--- src/rtl/resp_return.sv ---
// resp_return: return path between the address decoder and NS slaves.
// Grants one slave at a time, counts outstanding requests, muxes the
// granted slave's ack/err/data back to the master, and synthesises a bus
// error for requests decoded to the "no slave" slot (bit NS).
// Optional response watchdog: define RESP_TIMEOUT_EN.
module resp_return #(
    parameter int NS           = 8,
    parameter int DW           = 32,
    parameter int LGMAXOUT     = 5,
    parameter int TIMEOUT      = 1024,
    parameter int OPT_LOWPOWER = 0
) (
    input  logic             i_clk,
    input  logic             i_reset_n,
    input  logic             i_cyc,
    input  logic             i_req,
    input  logic [NS:0]      i_decode,
    output logic             o_stall,
    input  logic [NS-1:0]    i_sack,
    input  logic [NS-1:0]    i_serr,
    input  logic [NS*DW-1:0] i_sdata,
    output logic             o_ack,
    output logic             o_err,
    output logic [DW-1:0]    o_data,
    output logic [NS:0]      o_sel,
    output logic             o_busy
);

    typedef enum logic [1:0] {S_IDLE, S_OPEN, S_NOSLAVE} state_t;

    localparam logic [LGMAXOUT-1:0] MAXOUT = '1;
    localparam logic [LGMAXOUT-1:0] ONE    = LGMAXOUT'(1);

    state_t              r_state;
    logic [LGMAXOUT-1:0] r_count;

    logic                w_nonzero;
    logic                w_noslave;
    logic                w_accept;
    logic                w_slv_ack;
    logic                w_slv_err;
    logic                w_resp;
    logic                w_err_slv;
    logic                w_timeout;
    logic                w_fault;
    logic                w_err_nxt;
    logic                w_ack_nxt;
    logic [LGMAXOUT-1:0] w_count_nxt;
    logic [DW-1:0]       w_mux;

    assign w_nonzero = (r_count != '0);
    assign w_noslave = (r_state == S_NOSLAVE);
    assign o_busy    = w_nonzero;

    // A request waits while the bus is down, another slave owns the
    // outstanding work, the counter is full, or a synthesised error is due.
    assign o_stall  = !i_cyc || (w_nonzero && (i_decode != o_sel))
                    || (r_count == MAXOUT) || w_noslave;
    assign w_accept = i_cyc && i_req && !o_stall;

    // Only the granted slave may answer, and only while work is outstanding.
    assign w_slv_ack = |(i_sack & o_sel[NS-1:0]);
    assign w_slv_err = |(i_serr & o_sel[NS-1:0]);
    assign w_resp    = i_cyc && w_nonzero && (w_slv_ack || w_slv_err);
    assign w_err_slv = i_cyc && w_nonzero && w_slv_err;
    assign w_fault   = w_err_slv || w_timeout;
    assign w_err_nxt = w_fault || (w_accept && i_decode[NS]);
    assign w_ack_nxt = i_cyc && w_nonzero && w_slv_ack && !w_err_nxt;

    // Outstanding count after this cycle's accept/response pair.
    always_comb begin
        w_count_nxt = r_count;
        case ({w_accept, w_resp})
            2'b10:   w_count_nxt = r_count + ONE;
            2'b01:   w_count_nxt = r_count - ONE;
            default: w_count_nxt = r_count;
        endcase
    end

    // Read-data mux on the one-hot grant; the no-slave slot returns zero.
    always_comb begin
        w_mux = '0;
        for (int k = 0; k < NS; k++) begin
            if (o_sel[k]) begin
                w_mux = w_mux | i_sdata[k*DW +: DW];
            end
        end
    end

`ifdef RESP_TIMEOUT_EN
    localparam int WDW = $clog2(TIMEOUT + 1);
    logic [WDW-1:0] r_wdog;

    assign w_timeout = i_cyc && w_nonzero && !w_resp && !w_accept
                     && (r_wdog == WDW'(TIMEOUT - 1));

    // Watchdog: counts silent busy cycles, restarts on any progress.
    always_ff @(posedge i_clk or negedge i_reset_n) begin
        if (!i_reset_n) begin
            r_wdog <= '0;
        end else if (!i_cyc || !w_nonzero || w_resp || w_accept || w_timeout) begin
            r_wdog <= '0;
        end else begin
            r_wdog <= r_wdog + WDW'(1);
        end
    end
`else
    assign w_timeout = 1'b0;
`endif

    // Grant/count state machine with registered master-side responses.
    always_ff @(posedge i_clk or negedge i_reset_n) begin
        if (!i_reset_n) begin
            r_state <= S_IDLE;
            r_count <= '0;
            o_sel   <= '0;
            o_ack   <= 1'b0;
            o_err   <= 1'b0;
            o_data  <= '0;
        end else begin
            o_ack <= w_ack_nxt;
            o_err <= w_err_nxt;
            if ((OPT_LOWPOWER != 0) && !w_ack_nxt) begin
                o_data <= '0;
            end else begin
                o_data <= w_mux;
            end

            if (!i_cyc || w_fault || w_noslave) begin
                // Abort, error, or the synthesised error just issued:
                // everything still outstanding is abandoned.
                r_state <= S_IDLE;
                r_count <= '0;
                o_sel   <= '0;
            end else if (w_accept && i_decode[NS]) begin
                r_state <= S_NOSLAVE;
                r_count <= ONE;
                o_sel   <= i_decode;
            end else begin
                r_count <= w_count_nxt;
                if (w_accept) begin
                    o_sel <= i_decode;
                end else if (w_count_nxt == '0) begin
                    o_sel <= '0;
                end
                r_state <= (w_count_nxt != '0) ? S_OPEN : S_IDLE;
            end
        end
    end

endmodule

--- config.mk ---
export PLATFORM = sky130hd
export DESIGN_NAME = resp_return
export DESIGN_NICKNAME = d
export VERILOG_FILES = /design/src/rtl/resp_return.sv
export SDC_FILE = /design/constraint.sdc
export NUM_CORES = 1
export LEC_CHECK = 0
export BUFFER_PORTS_ARGS = -buffer_cell sky130_fd_sc_hd__buf_2
export CORE_AREA = 4 4 126 128
export CTS_CLUSTER_DIAMETER = 100
export DETAILED_ROUTE_END_ITERATION = 7
export DIE_AREA = 0 0 130 132
export PLACE_DENSITY = 0.6
export SETUP_SLACK_MARGIN = 0.2
export SYNTH_ARGS = -nofsm -noshare
export SYNTH_HDL_FRONTEND = slang
export SYNTH_SLANG_ARGS = --single-unit
--- constraint.sdc ---
create_clock -name i_clk -period 3.92 [get_ports i_clk]
set_clock_uncertainty 0.1 [all_clocks]
set_input_delay 0.588 -clock i_clk [delete_from_list [all_inputs] [get_ports i_clk]]
set_output_delay 0.588 -clock i_clk [all_outputs]
set_load 0.02 [all_outputs]
==> results.py <==
metrics = {
    "status": {
        "run_status": "finished clean",
    },
    "cells_and_area": {
        "syn_to_final_growth_pct": 69.3,
        "area.sequential_um2": 1250,
        "fillers": 1559,
        "finish.instance_area_um2": 5730,
        "utilization_pct": 38.6,
        "area_of_combinational_cells_with_multiple_inputs_um2": 2120,
        "finalNetCount": 975,
        "final-instance-count-excl-fill": 874,
        "drive_gt1_share_pct": 60.5,
        "insertedDiodeCount": 0,
    },
    "setup_path": {
        "timing.critical_path.cells": "xor2_2 > or3_4 > o31ai_4 > and3_4 > inv_2 > ha_4 > ha_4 > or4b_4 > o311ai_4 > a311oi_2 > a2111oi_4 > a311oi_4 > buf_6 > a32o_2",
        "critical_path.max_fanout": 6,
        "cp-end-kind": "flop",
        "worst_path_most_repeated_cell": "ha_4",
        "timing.critical_path.slowest_stage_cell": "or4b_4",
        "critPathRequiredTime_ps": 4010,
        "timing.critical_path.max_delay_family": "simple AND/OR/NAND/NOR gates",
        "worst-setup-path-type": "reg2reg",
        "slowest_delay_ps": 500,
        "worstSetupStartpointType": "flop",
        "cp.buffers_inverters": 2,
        "worst-endpoint-arrival_ps": 3720,
    },
    "synth": {
        "async_s_r_ff_share_synth_pct": 100,
        "yosysTopAreaCellShare_pct": 37.0,
        "yosysWarnings": 0,
        "ys_types": 48,
        "netlist_area_um2": 3390,
        "synth-edff-count": 0,
        "synthTopCellsByArea": "dfrtp_1 (37%), a22oi_1 (30%), nand4_1 (6.3%)",
        "synth.ff_latch_count": 50,
        "yosys.cell_count.top_type": "a22oi_1",
        "post_synth_most_frequent_cells": "a22oi_1 (134), dfrtp_1 (50), nand4_1 (34), buf_1 (15), buf_2 (10)",
        "syn_nets": 638,
        "yosys_most_used_dff": "dfrtp_1",
        "part_of_the_yosys_area_used_for_sequential_elements_pct": 37.0,
        "mean_instance_size_in_the_synthesized_netlist_um2": 9.73,
        "number_of_instances_in_the_synthesized_netlist": 348,
        "yosysTopAreaCell": "dfrtp_1",
    },
    "power_and_ir_drop": {
        "power_density_nw_per_um2": 530,
        "leakage_power_of_the_design_nw": 2.88,
        "report.power.total_mw": 3.04,
        "vdd_ir_drop_max_v": 0.000287,
    },
    "clocking": {
        "clkSlewWorstSetupHoldPaths_ps": 70,
        "cts_tree": "done",
        "clock_insertion_delay_worst_skew_ps": 300,
        "cts_num_sinks": 50,
        "post_cts_hold_buffer_count": 0,
        "cts-root-buf": "clkbuf_16",
        "htree_num_levels": 2,
        "tritoncts_buffers": 5,
        "ctsLongestPathBuffers": 2,
    },
    "sta": {
        "hold_viol_final": 0,
        "fmaxAchievable_mhz": 275,
        "worst_hold_slack_ps": 163,
        "min_period_ps": 3640,
        "finalMaxSlewViolations": 0,
        "number_of_endpoints_failing_setup_at_the_final_stage": 0,
        "fin_crit_sh_pct": 92.8,
        "worstMarginPinSlew_ps": 803,
        "grt_setup_unrepaired": "false",
        "final_worst_setup_slack_ps": 284,
        "totalNegativeSetupSlack_ps": 0,
        "slew-limit-headroom_pct": 46.3,
    },
    "placed_design": {
        "gp_congestion": 0.839,
        "numPlacedInstances": 857,
        "place_worst_setup_slack_ps": -196,
        "postPlaceCellArea_um2": 5370,
        "dpl.hpwl_um": 13900,
        "io_buffers": 329,
    },
    "global_route": {
        "grt_pass1_wl_um": 25200,
        "grt_pass1_vias": 4564,
        "grt_max_degree": 35,
        "grtUsageTotal_pct": 19.0,
        "initial_antenna_violation_count": 1,
        "sum_of_overflow_across_all_layers_after_global_routing": 0,
    },
    "floorplan": {
        "initial_standard_cell_utilization_of_the_core_pct": 22.8,
        "fp.dieH_um": 132,
        "placementRows": 45,
        "pin_count": 330,
        "placeableCoreArea_um2": 14900,
        "die_area_um2": 17200,
        "dieWidth_um": 130,
    },
    "hold_path": {
        "worst_hold_path_type": "in2async",
    },
    "job": {
        "maxCapViolations": 0,
    },
    "route": {
        "routed_wire_length_per_instance_um": 20.1,
        "routed-via-count": 4558,
        "drc_violations": 0,
        "route.final.wire_length_um": 17600,
        "viasPerCell": 5.22,
        "pre_antenna_drt_iters": 6,
        "initialDrtViolationCount": 370,
        "drtAntennaViolNets": 0,
    },
}
[cell families after synthesis]
| kind of cell | synth area share, % |
|---|---|
| AO/OA/AOI/OAI | 39.0 |
| AND/OR/NAND/NOR | 12.7 |
| flip-flops | 37.0 |
| buffers and inverters | 5.80 |
| XOR/XNOR | 2.85 |
| adder cells (fa/ha/maj) | 2.07 |
| multiplexers | 0.591 |
[sequential cells by signal, summed over array words and instances, names as in the netlist]
register,flops
o_ack,1
o_data,32
o_err,1
o_sel,9
r_count,5
r_state,2
[report_power, final]
part | switching (mW) | total [mW] | internal, mW
registers | 0.0670 | 0.726 | 0.659
clock network | 0.205 | 0.459 | 0.253
logic | 1.01 | 1.85 | 0.837
total | 1.29 | 3.04 | 1.75
[final cells by class]
| cell class | count | share of cell area [%] |
|---|---|---|
| clock buffers | 6 | 2.42 |
| clock inverters | 2 | 0.218 |
| inverters | 9 | 0.590 |
| multi-input cells | 253 | 36.9 |
| flip-flops and latches | 50 | 21.9 |
| well taps | 188 | 4.10 |
| repair buffers | 366 | 33.8 |
[path summary, 6_finish.rpt]
kind                       slack, ps  cells after the start            startpoint              endpoint
max                              280                     14  o_sel[1]$_DFFE_PN0P_  o_sel[6]$_DFFE_PN0P_
min                              160                      1             i_reset_n  o_data[22]$_DFF_PN0_
max in group asynchronous       2750                      2             i_reset_n  o_sel[1]$_DFFE_PN0P_
max reg2reg                      280                     14  o_sel[1]$_DFFE_PN0P_  o_sel[6]$_DFFE_PN0P_
min reg2reg                      450                      1  o_sel[8]$_DFFE_PN0P_  o_sel[8]$_DFFE_PN0P_
min in group i_clk               410                      3          i_sdata[196]   o_data[4]$_DFF_PN0_
[timing repair]
action | 4_1_cts | 5_1_grt
gates resized for setup | 5 | 19
endpoints found under the setup margin | 9 | 9
pin swaps | 1 | 10
buffers inserted | 0 | 8
hold endpoints to repair | 0 | 0
gates cloned | 0 | 1
[layer usage]
metal | share of wire (%) | vias to the layer above | track usage [%]
li1 | - | 2114 | -
met1 | 39 | 2167 | 24.2
met2 | 49 | 249 | 31.5
met3 | 10 | 26 | 5.39
met4 | 1.9 | 2 | 5.08
met5 | 0.074 | - | 0
[placed cells by master, fill, tap and decap left out, types with 3 or more instances in the layout]
| master | synthesis | layout |
|---|---|---|
| dfrtp_2 | 0 | 3 |
| nor2_1 | 7 | 6 |
| a22oi_1 | 134 | 134 |
| clkbuf_16 | 0 | 5 |
| nand4_1 | 34 | 34 |
| nor2b_1 | 3 | 3 |
| nor3_1 | 4 | 4 |
| buf_6 | 2 | 4 |
| buf_2 | 10 | 329 |
| a32o_2 | 8 | 8 |
| a22o_1 | 3 | 3 |
| inv_1 | 9 | 7 |
| nand2_1 | 5 | 5 |
| xnor2_1 | 7 | 6 |
| dfrtp_1 | 50 | 47 |
| ha_4 | 0 | 4 |
| xor2_1 | 4 | 3 |
| buf_4 | 0 | 33 |
Note: power is estimated with default switching activity, not from simulation.
